**config.mk**
```make
export PLATFORM = sky130hd
export DESIGN_NAME = mutex_client_ctrl
export DESIGN_NICKNAME = d
export VERILOG_FILES = /design/src/rtl/mutex_pkg.sv /design/src/rtl/mutex_chan_fsm.sv /design/src/rtl/mutex_client_ctrl.sv
export SDC_FILE = /design/constraint.sdc
export NUM_CORES = 1
export LEC_CHECK = 0
export CAP_MARGIN = 20
export CORE_UTILIZATION = 57
export CTS_BUF_LIST = sky130_fd_sc_hd__clkbuf_8
export DETAILED_ROUTE_END_ITERATION = 12
export PLACE_DENSITY = 0.82
export RECOVER_POWER = 100
export SLEW_MARGIN = 20
export SYNTH_ARGS = -nofsm -noshare
export SYNTH_HDL_FRONTEND = slang
export SYNTH_SLANG_ARGS = --single-unit
export TNS_END_PERCENT = 10
```
**constraint.sdc**
```tcl
create_clock -name clk -period 2.3 [get_ports clk]
set_input_delay 0.345 -clock clk [delete_from_list [all_inputs] [get_ports clk]]
set_output_delay 0.345 -clock clk [all_outputs]
set_load 0.02 [all_outputs]
```
**src/rtl/mutex_pkg.sv**
```systemverilog
// Shared definitions for the mutex client controller: per-client state encoding
// and the hold-counter width helper.
package mutex_pkg;

   localparam int STATE_W = 2;

   typedef enum logic [STATE_W-1:0] {
      ST_IDLE    = 2'd0,
      ST_REQ     = 2'd1,
      ST_HELD    = 2'd2,
      ST_RELEASE = 2'd3
   } state_t;

   // Counter width able to hold 0..hold_max, never narrower than one bit.
   function automatic int hold_width(input int hold_max);
      int w;
      w = $clog2(hold_max + 1);
      return (w < 1) ? 1 : w;
   endfunction

endpackage

```
**src/rtl/mutex_chan_fsm.sv**
```systemverilog
// One client channel: grant synchroniser, four-phase handshake FSM, hold timer,
// sticky timeout flag and wrapping grant counter.
module mutex_chan_fsm
   import mutex_pkg::*;
#(
   parameter int SYNC_STAGES = 2,
   parameter int HOLD_MAX    = 255,
   parameter int CNT_W       = 8
) (
   input  logic             clk,
   input  logic             rst,
   input  logic             acq,
   input  logic             rel,
   input  logic             tmo_clr,
   input  logic             gnt,
   output logic             req,
   output logic             acquired,
   output logic             busy,
   output logic             timeout,
   output logic             gsync,
   output logic [CNT_W-1:0] grant_cnt
);

   localparam int HOLD_W = hold_width(HOLD_MAX);
   localparam logic [HOLD_W-1:0] HOLD_ONE  = HOLD_W'(1);
   localparam logic [HOLD_W-1:0] HOLD_LAST = HOLD_W'((HOLD_MAX == 0) ? 0 : HOLD_MAX - 1);
   localparam logic [CNT_W-1:0]  CNT_ONE   = CNT_W'(1);

   logic [SYNC_STAGES-1:0] sync_r;
   state_t                 state_r;
   logic [HOLD_W-1:0]      hold_cnt_r;
   logic [CNT_W-1:0]       grant_cnt_r;
   logic                   req_r;
   logic                   acquired_r;
   logic                   busy_r;
   logic                   timeout_r;
   logic                   gsync_s;
   logic                   hold_hit_s;
   logic                   timeout_set_s;

   // Plain shift chain: the raw grant is asynchronous, so no logic between stages.
   always_ff @(posedge clk or posedge rst) begin
      if (rst) begin
         sync_r <= {SYNC_STAGES{1'b0}};
      end else begin
         sync_r <= {sync_r[SYNC_STAGES-2:0], gnt};
      end
   end

   assign gsync_s       = sync_r[SYNC_STAGES-1];
   assign hold_hit_s    = (HOLD_MAX != 0) && (hold_cnt_r == HOLD_LAST);
   assign timeout_set_s = (state_r == ST_HELD) && !rel && hold_hit_s;

   // Handshake FSM; outputs are registered alongside the state they decode.
   always_ff @(posedge clk or posedge rst) begin
      if (rst) begin
         state_r     <= ST_IDLE;
         hold_cnt_r  <= {HOLD_W{1'b0}};
         grant_cnt_r <= {CNT_W{1'b0}};
         req_r       <= 1'b0;
         acquired_r  <= 1'b0;
         busy_r      <= 1'b0;
         timeout_r   <= 1'b0;
      end else begin
         case (state_r)
            ST_IDLE: begin
               if (acq) begin
                  state_r <= ST_REQ;
                  req_r   <= 1'b1;
                  busy_r  <= 1'b1;
               end
            end
            ST_REQ: begin
               if (gsync_s) begin
                  state_r     <= ST_HELD;
                  acquired_r  <= 1'b1;
                  hold_cnt_r  <= {HOLD_W{1'b0}};
                  grant_cnt_r <= grant_cnt_r + CNT_ONE;
               end
            end
            ST_HELD: begin
               if (rel || hold_hit_s) begin
                  state_r    <= ST_RELEASE;
                  req_r      <= 1'b0;
                  acquired_r <= 1'b0;
               end else if (hold_cnt_r != {HOLD_W{1'b1}}) begin
                  hold_cnt_r <= hold_cnt_r + HOLD_ONE;
               end
            end
            ST_RELEASE: begin
               if (!gsync_s) begin
                  state_r <= ST_IDLE;
                  busy_r  <= 1'b0;
               end
            end
            default: begin
               state_r    <= ST_IDLE;
               req_r      <= 1'b0;
               acquired_r <= 1'b0;
               busy_r     <= 1'b0;
            end
         endcase

         // A new timeout outranks a clear arriving in the same cycle.
         if (timeout_set_s) begin
            timeout_r <= 1'b1;
         end else if (tmo_clr) begin
            timeout_r <= 1'b0;
         end
      end
   end

   assign req       = req_r;
   assign acquired  = acquired_r;
   assign busy      = busy_r;
   assign timeout   = timeout_r;
   assign gsync     = gsync_s;
   assign grant_cnt = grant_cnt_r;

endmodule

```
**src/rtl/mutex_client_ctrl.sv**
```systemverilog
// Synchronous front end for a two-port asynchronous mutex: two client channels
// plus a sticky mutual-exclusion error detector on the synchronised grants.
module mutex_client_ctrl
   import mutex_pkg::*;
#(
   parameter int SYNC_STAGES = 2,
   parameter int HOLD_MAX    = 255,
   parameter int CNT_W       = 8
) (
   input  logic             clk,
   input  logic             rst,
   input  logic [1:0]       acq_i,
   input  logic [1:0]       rel_i,
   input  logic [1:0]       tmo_clr_i,
   output logic [1:0]       req_o,
   input  logic [1:0]       gnt_i,
   output logic [1:0]       acquired_o,
   output logic [1:0]       busy_o,
   output logic [1:0]       timeout_o,
   output logic             excl_err_o,
   output logic [CNT_W-1:0] grant_cnt0_o,
   output logic [CNT_W-1:0] grant_cnt1_o
);

   logic [1:0] gsync_s;
   logic       excl_err_r;

   mutex_chan_fsm #(
      .SYNC_STAGES (SYNC_STAGES),
      .HOLD_MAX    (HOLD_MAX),
      .CNT_W       (CNT_W)
   ) u_chan0 (
      .clk       (clk),
      .rst       (rst),
      .acq       (acq_i[0]),
      .rel       (rel_i[0]),
      .tmo_clr   (tmo_clr_i[0]),
      .gnt       (gnt_i[0]),
      .req       (req_o[0]),
      .acquired  (acquired_o[0]),
      .busy      (busy_o[0]),
      .timeout   (timeout_o[0]),
      .gsync     (gsync_s[0]),
      .grant_cnt (grant_cnt0_o)
   );

   mutex_chan_fsm #(
      .SYNC_STAGES (SYNC_STAGES),
      .HOLD_MAX    (HOLD_MAX),
      .CNT_W       (CNT_W)
   ) u_chan1 (
      .clk       (clk),
      .rst       (rst),
      .acq       (acq_i[1]),
      .rel       (rel_i[1]),
      .tmo_clr   (tmo_clr_i[1]),
      .gnt       (gnt_i[1]),
      .req       (req_o[1]),
      .acquired  (acquired_o[1]),
      .busy      (busy_o[1]),
      .timeout   (timeout_o[1]),
      .gsync     (gsync_s[1]),
      .grant_cnt (grant_cnt1_o)
   );

   // Both grants high means the mutex broke exclusion; latched until reset.
   always_ff @(posedge clk or posedge rst) begin
      if (rst) begin
         excl_err_r <= 1'b0;
      end else if (gsync_s == 2'b11) begin
         excl_err_r <= 1'b1;
      end else begin
         excl_err_r <= excl_err_r;
      end
   end

   assign excl_err_o = excl_err_r;

endmodule

```
==> results of run 1 <==
## worst min path at each step
stage / endpoint / depth (start not counted) / from
6_report: u_chan0.sync_r[1]$_DFF_PP0_ / 0 / u_chan0.sync_r[0]$_DFF_PP0_
2_1_floorplan: u_chan0.sync_r[1]$_DFF_PP0_ / 0 / u_chan0.sync_r[0]$_DFF_PP0_
3_3_place_gp: u_chan0.sync_r[1]$_DFF_PP0_ / 0 / u_chan0.sync_r[0]$_DFF_PP0_
5_1_grt: u_chan0.sync_r[1]$_DFF_PP0_ / 0 / u_chan0.sync_r[0]$_DFF_PP0_
3_5_place_dp: u_chan0.sync_r[1]$_DFF_PP0_ / 0 / u_chan0.sync_r[0]$_DFF_PP0_
4_1_cts: u_chan0.sync_r[1]$_DFF_PP0_ / 0 / u_chan0.sync_r[0]$_DFF_PP0_
## layout make-up
cell class | instances | area share
multi-input cells | 172 | 0.404
flip-flops and latches | 49 | 0.402
repair buffers | 36 | 0.116
clock buffers | 6 | 0.0271
well taps | 52 | 0.0213
inverters | 14 | 0.0172
clock inverters | 2 | 0.0123
## report_power, final
| group | internal (mW) | switching, mW | total, mW |
|---|---|---|---|
| clock | 0.354 | 0.289 | 0.643 |
| combinational | 0.552 | 0.805 | 1.36 |
| sequential | 1.05 | 0.183 | 1.23 |
| total | 1.95 | 1.28 | 3.23 |
## worst reg2reg max path, stage by stage (launching register included)
cell      delay (ns)
dfrtp_1         0.40
inv_1           0.08
ha_1            0.20
nand2b_1        0.16
nand2_1         0.19
o31ai_1         0.48
o221ai_1        0.16
## flip-flops by register name, summed over array words and instances, names as in the netlist, 2 cells and up
| name | flops |
|---|---|
| u_chan0.hold_cnt_r | 8 |
| u_chan1.grant_cnt | 8 |
| u_chan1.hold_cnt_r | 8 |
| u_chan0.sync_r | 2 |
| u_chan1.sync_r | 2 |
| u_chan0.state_r | 2 |
| u_chan1.state_r | 2 |
| u_chan0.grant_cnt | 8 |
## synth_stat cells (3+ instances only)
| master | number | area [µm²] |
|---|---|---|
| nand2_1 | 24 | 90.1 |
| nor4_1 | 5 | 31.3 |
| nor2b_1 | 3 | 18.8 |
| buf_4 | 8 | 60.1 |
| nand3_1 | 9 | 45.0 |
| nor3_1 | 3 | 15.0 |
| o21ai_0 | 15 | 75.1 |
| nand4_1 | 8 | 50.1 |
| a21oi_1 | 5 | 25.0 |
| inv_1 | 14 | 52.6 |
| and2_1 | 3 | 18.8 |
| xnor2_1 | 7 | 61.3 |
| a21o_1 | 8 | 60.1 |
| or3_1 | 3 | 18.8 |
| dfrtp_1 | 49 | 1230 |
| nor2_1 | 5 | 18.8 |
| ha_1 | 14 | 175 |
| xor2_1 | 7 | 61.3 |
| nand2b_1 | 3 | 18.8 |
## logic make-up after synthesis
kind of cell / Yosys count
simple gates: 82
compound gates: 56
flops: 49
buf+inv: 25
xor+xnor: 14
fa+ha+maj: 14
mux: 6
## cells in the final DEF, fill, tap and decap left out, drive strengths merged, types with 2 or more instances in the layout
cell type      netlist  layout
dfrtp               49      49
dlygate4sd3          0      28
nand2               24      24
o21ai               16      16
ha                  14      14
inv                 14      13
nand3               10      10
nand4                9       9
a21o                 8       8
xor2                 7       7
xnor2                7       7
clkbuf               1       7
clkdlybuf4s50        0       6
nor2                 5       5
a21oi                5       5
nor4                 5       5
nor3                 4       4
mux2                 4       4
nand2b               3       3
nor2b                3       3
or3                  3       3
and2                 3       3
or2                  3       3
a2111oi              3       3
mux2i                2       2
a41oi                2       2
o2bb2ai              2       2
a2bb2oi              2       2
a221o                2       2
and4                 2       2
and3                 2       2
o21bai               2       2
o211ai               2       2
## through the flow
stage,utilization,std cells,power (mW)
2_1_floorplan,-,246,2.24
6_report,0.695,331,3.23
3_5_place_dp,0.675,323,2.67
4_1_cts,0.703,331,3.34
3_3_place_gp,0.675,323,2.62
5_1_grt,0.695,331,3.46
## layer usage
metal  share of wire  routed length (µm)  vias up
met5               0                   0        -
met1            0.45                2140      953
met2            0.50                2420       39
met3           0.038                 184        4
met4           0.014                  68        0
li1                -                   -      961
==> impl_summary.md, run 1 <==
Layout
The synthesis-to-finish area growth is 17.2%. In the final layout, the share of cells above drive strength 1 is 0.0753. The storage element area is 0.00123 mm². After the last flow step, the layout net total stands at 302. The fill cell instance count of the final layout is 355.

The antenna cell count is 0. Summing all multi-input logic gate instances after layout gives 0.00123 mm². The final cell area excluding filler cells is 0.00305 mm².

GRT
The number of antenna violations at the first check in global routing is 0. The first global-routing pass estimated around 8400 µm of wire. For met3 alone, demand over resource in global routing was 0.0494.

In this run the most used layer during global routing was met2. Summed over all layers, the global routing overflow is 0. For met2 alone, demand over resource in global routing was 0.361.

The number of global-route vias before repair is slightly below 2000. Across every metal layer, demand over resource in global routing totals 0.219. The met1 track demand over resource in global routing is 0.276. The pin count of the biggest net entering global routing is 50.

Synth
The share of the synthesized area in compound gates (AO/OA/AOI/OAI) is 0.164. The share of the yosys chip area belonging to registers is 0.471. The synthesized-area fraction occupied by adder cells is 0.0673. The Yosys step of the flow raised 0 warnings. Counting every instance in the synthesized netlist gives ~250. The share of async-settable or async-resettable flops after synthesis is 1.00.

The dominant combinational cell family by area after synthesis is simple AND/OR/NAND/NOR gates. The synthesized netlist net count is 270. A synthesized cell averages 10.6 µm². The most used flip-flop cell after synthesis is dfrtp_1. Of the total synthesized cell area, the portion taken by AND, OR, NAND and NOR gates is 0.177. The multiplexer area fraction after synthesis is 0.0250. The flip-flop and latch count after synthesis is 49.

The post-synthesis instance area is 0.00260 mm². The distinct cell type count after synthesis is 63. Yosys mapped a number of flops with a built-in enable equal to 0.

The xor/xnor share of the synthesized area is 0.0471.

Clocking
The CTS tree is done. The number of gates resized after CTS is 0. The total CTS buffers is 5. The number of clock sinks seen by CTS is 49. For the worst-skew pair, the clock arrives at the later sink with an insertion delay of 0.30 ns.

The clock tree synthesis step divided the H-tree into 2 levels. In this run the post-CTS setup repair buffer count came out at 0. The root buffer cell chosen for the clock tree is clkbuf_8.

Hold repair after CTS inserted 0 buffers. No sink is reached through more buffers than the 2 on the longest clock path. After clock tree synthesis, the clock-pin slew on the worst setup and hold paths is 0.09 ns.

Floorplan
During I/O placement, the number of pins put on the boundary was 35. Measured along the y axis, the die boundary spans 69.6 µm. The initialized floorplan defines 24 standard-cell rows. The area of the die is 0.00484 mm². The horizontal die dimension is 69.6 µm.

The floorplan step defined a core boundary enclosing 0.00438 mm². The initial standard-cell utilization of the core is 0.593.

Critical path
Counting buffers and inverters, the worst setup path is 6 cells deep. The data arrival at the endpoint of the critical path is 1.98 ns. STA puts the critical path data required time at approximately 2.5 ns. The gate family responsible for the most delay along the worst path is compound AO/OA/AOI/OAI gates. The number of cell instances on the worst register-to-register path is 6. Tracing the worst setup path back leads to its startpoint at u_chan1.state_r[1]$_DFFE_PP0P_. Walking the worst path, the cells encountered are inv_1 -> ha_1 -> nand2b_1 -> nand2_1 -> o31ai_1 -> o221ai_1. The top fanout value on the critical path is 7. The largest single stage delay on the critical path is 0.48 ns. The critical path ends at u_chan1.hold_cnt_r[4]$_DFFE_PP0P_. In this run the register-to-register setup slack is 0.50 ns.

The kind of start point of the critical path is a flop. The endpoint class of the critical path is a flop. The worst register-to-register path ends at u_chan1.hold_cnt_r[4]$_DFFE_PP0P_.

On the critical path, the stage with the largest delay is an instance of o31ai_1. The worst setup path is of the flop to flop kind. The number of buffers and inverters on the critical path is 1. The launch point of the worst reg-to-reg path is u_chan1.state_r[1]$_DFFE_PP0P_.

STA
The minimum setup slack in the final design is between 0.4 and 0.5 ns. The top achievable clock speed is 0.554 GHz. The final number of setup-violating endpoints is 0. Of the available clock period, the critical path in the final layout requires 0.784. The final-report hold violation count is 0. The final critical delay including setup and external delays is 1.80 ns.

The clock arrives with 0.00629 ns of skew. The tightest hold path in the finished design has a slack of 0.354 ns. In this run the tightest slew margin relative to its limit is 0.232.

Adding up every negative setup slack in the final design gives 0 ns. The number of max-slew violations in the final report came to 0. Setup repair after global routing left no endpoint under its margin. For the pin with the worst max-slew slack, the measured transition is ~1.2 ns.

Placed design
The sum of net half-perimeters after detailed placement is 3390 µm. Routability-driven placement finished with a final weighted congestion of 0.893. Prior to clock tree synthesis, the placed netlist has a worst setup slack of 0.435 ns. The number of port buffers is 34. The total cell area at the placement stage is about 0.003 mm².

Drt
In this run, the number of DRC markers left after iteration 0 of detailed routing was 96. Dividing the detail-routed via count by the number of cells gives 5.91. The routed length per placed instance is 14.5 µm. The number of antenna-violating nets in the routed design is 0. In the routed design, unresolved DRC markers number 0. The number of iterations in the first detailed-routing pass is 4. The total via count after detailed routing is 1957.

After detailed routing, the total wire length is 4810 µm.

Power
The worst IR drop on VDD is about 0.52 mV. The leakage power figure is 1.36 nW. For this design the ratio of total power to cell area is around 1100 mW/mm².

Flow run
The max-cap violation count is 0.

Worst hold path
The class of the worst hold path is flop to flop.

Run status
The run finished with clean final reports.
(Power assumes the default switching activity.)
==> inputs of run 2 (changes only) <==
- clock period: 2.3 -> 1.8 ns (I/O delays scaled with it)
==> run 2 against run 1 <==
Compared with the run above:
- wire length rose by 2.9%
- sequential share of layout area is 0.95 points lower
- clock-buffer cell count stayed put
- design area up 2.4%
- register-to-register slack got worse by 0.43 ns
- sequential power is 28% higher
- die area did not move
- via count increased by 1.5%
- power up 32%
- sequential cell count stayed put
- critical endpoint is now u_chan0.hold_cnt_r[6]$_DFFE_PP0P_
- highest routed layer unchanged
==> impl_summary.md, run 2 (synthesized netlist as in run 1, its figures left out) <==
STA
The final-layout setup total negative slack is 0 ns (unchanged). The final critical delay including setup and external delays is 1.74 ns (-0.0670 ns). The top achievable clock speed is 0.576 GHz (+3.9%). The final-report hold violation count is 0 (unchanged).

The worst clock skew is 0.00636 ns (+0.0000686 ns). The worst slew margin relative to its limit was 0.214 (-0.0181). The number of max-slew violations in the final report is 0 (unchanged). The worst hold-check slack is 0.357 ns (+0.00280 ns). The final number of setup-violating endpoints is 0 (unchanged).

The share of the clock period used by the worst path after layout is 0.965 (+0.181). The actual transition at the worst max-transition pin is 1.18 ns (+0.0272 ns).

Run status
The flow ran to the end, and the final reports show no timing, DRC or antenna violations.

GRT
The number of antenna violations at the first check in global routing is 0 (unchanged). The wire length of the first global-routing pass is 8660 µm (+2.6%). The number of global-route vias before repair is 1969 (+2.0%). The remaining global-route overflow was 0 (unchanged). The overall track demand over capacity in global routing was 0.223 (+0.00384).

The pin count of the biggest net entering global routing was 50 (unchanged).

Clocking
The total CTS buffers is 5 (unchanged). The clock-pin slew reported for the worst setup and hold paths after clock tree synthesis is 0.09 ns (about the same). The clock latency of the later-clocked register in the worst-skew pair is 0.30 ns (about the same). The maximum root-to-sink buffer count came to 2 (unchanged). The total number of H-tree levels came to 2 (unchanged). The CTS tree is done. The number of clock sinks seen by CTS is 49 (unchanged).

The clock root buffer is clkbuf_8.

Critical path
The data required time of the worst path is 2.00 ns (-0.47 ns). The count of cell instances traversed by the critical path is 5 (-1). The longest individual stage delay on the worst path is 0.44 ns (-0.04 ns). The classification of the worst setup path is flop to flop. The kind of start point of the critical path is a flop. The data arrival at the endpoint of the critical path is 1.93 ns (-0.05 ns).

The worst setup path is captured at a flop. The number of cell instances on the worst register-to-register path came to 5 (-1). The top fanout value on the critical path came to 6 (-1). The critical path goes through ha_1 -> o211ai_2 -> o21bai_2 -> o311a_1 -> a221o_1. The kind of cell with the highest combined delay along the critical path is compound AO/OA/AOI/OAI gates. For this design, the slowest cell found on the critical path is dfrtp_1. The critical path buffer and inverter count is 0 (-1).

Drt
The number of antenna-violating nets in the routed design came to 0 (unchanged). The DRC marker count from the first detailed-route iteration is 110 (+15%). The routed length per placed instance is 14.6 µm (+0.76%). The average vias per placed instance was 5.88 (-0.57%). The overall routed net length was 4950 µm (+2.9%). The total via count after detailed routing was 1987 (+1.5%). The number of remaining DRC errors is 0 (unchanged). The number of iterations in the first detailed-routing pass is 4 (unchanged).

Power
The net switching fraction of the power is 0.392 (-0.00363). The share of power burned in the clock network is 0.194 (-0.005). The internal power consumption is 2.59 mW (+33%). The power density normalized to cell area was 1370 mW/mm² (+29%). The combinational group share of total power is 0.436 (+0.016). The relative contribution of sequential cells to total power is 0.370 (-0.011). The reported net switching power is 1.67 mW (+31%). The leakage power figure is 1.39 nW (+2.0%). The worst IR drop on VDD is 0.778 mV (+48%).

Placed design
The sum of net half-perimeters after detailed placement is 3590 µm (+5.9%). The number of port buffers came to 34 (unchanged). The final weighted congestion in routability-driven placement is 0.914 (+2.4%).

Layout
The fraction of layout instances using a drive strength above 1 is 0.108 (+0.0331). Leaving out fill and tap cells, the most frequent cell in the layout is dfrtp_1. The multi-input gate area in the final layout was 0.00126 mm² (+2.3%). In the layout the commonest cells are dfrtp_1 (49), dlygate4sd3_1 (28), nand2_1 (23).

The fill cell instance count of the final layout is 341 (-3.9%). The storage element area is 0.00123 mm² (unchanged). The antenna cell count is 0 (unchanged). The net count reported at finish is 309 (+2.3%). Relative to the synthesized area, the layout overhead comes to 20.1%.

Flow run
The max-cap violation count is 0 (unchanged).

Floorplan
The area of the die is 0.00484 mm² (unchanged). The number of ports placed on the die boundary is 35 (unchanged). The placeable core region was 0.00438 mm² (unchanged).

The die boundary height is 69.6 µm (unchanged). The initial standard-cell utilization of the core is 0.593 (unchanged). The number of rows created at floorplan was 24 (unchanged). The horizontal die dimension is 69.6 µm (unchanged).

Worst hold path
The number of instances on the worst hold path came to 0 (unchanged). The min-delay analysis places its worst path in the category flop to flop.
## run 2: cell count changes in the layout (fill, tap and decap cells not counted), moves of 2 or more
cell,before,now
clkbuf_1,0,2
buf_4,1,6
ha_2,0,2
ha_1,14,12
## run 2: metrics by stage
stage	cell area [µm²]	setup WS [ns]	utilization	power [mW]	std cells
floorplan	2600	0.139	-	2.86	246
finish	3120	0.0628	0.712	4.26	338
global route	3120	-0.0123	0.712	4.57	338
CTS	3130	0.0669	0.715	4.37	338
global placement	3010	0.128	0.687	3.48	330
detailed placement	3010	0.0822	0.687	3.54	330
## run 2: cell type report
cell class	instances	share of cell area
Tap cell	52	0.0208
Sequential cell	49	0.393
Inverter	14	0.0168
Multi-Input combinational cell	172	0.404
Clock buffer	6	0.0264
Clock inverter	2	0.0120
Timing Repair Buffer	43	0.127
## run 2: path summary, 6_finish.rpt
kind                       slack (ns)                                 to                              start
min                              0.36        u_chan0.sync_r[1]$_DFF_PP0_        u_chan0.sync_r[0]$_DFF_PP0_
min in group asynchronous        0.80   u_chan0.grant_cnt[0]$_DFFE_PP0P_                                rst
max reg2reg                      0.06  u_chan0.hold_cnt_r[6]$_DFFE_PP0P_  u_chan0.hold_cnt_r[1]$_DFFE_PP0P_
min reg2reg                      0.36        u_chan0.sync_r[1]$_DFF_PP0_        u_chan0.sync_r[0]$_DFF_PP0_
max                              0.06  u_chan0.hold_cnt_r[6]$_DFFE_PP0P_  u_chan0.hold_cnt_r[1]$_DFFE_PP0P_
max in group asynchronous        0.30  u_chan1.hold_cnt_r[3]$_DFFE_PP0P_                                rst
## run 2: power by group through the flow
stage	clock (mW)	combinational [mW]	sequential [mW]
floorplan	0	1.18	1.68
global placement	0	1.89	1.59
detailed placement	0	1.94	1.60
CTS	0.839	1.95	1.58
global route	0.876	2.08	1.61
finish	0.826	1.86	1.58
## run 2: repair_timing
action,in CTS,in global routing
resized for setup,0,5
hold buffers,0,0
buffers inserted,0,0
setup endpoints to repair,0,7
## run 2: metal layers
metal,vias to the layer above,global-route usage,share of wire
li1,976,-,-
met1,968,0.306,0.48
met2,36,0.351,0.47
met3,7,0.0465,0.034
met4,0,0.0794,0.017
met5,-,0,0
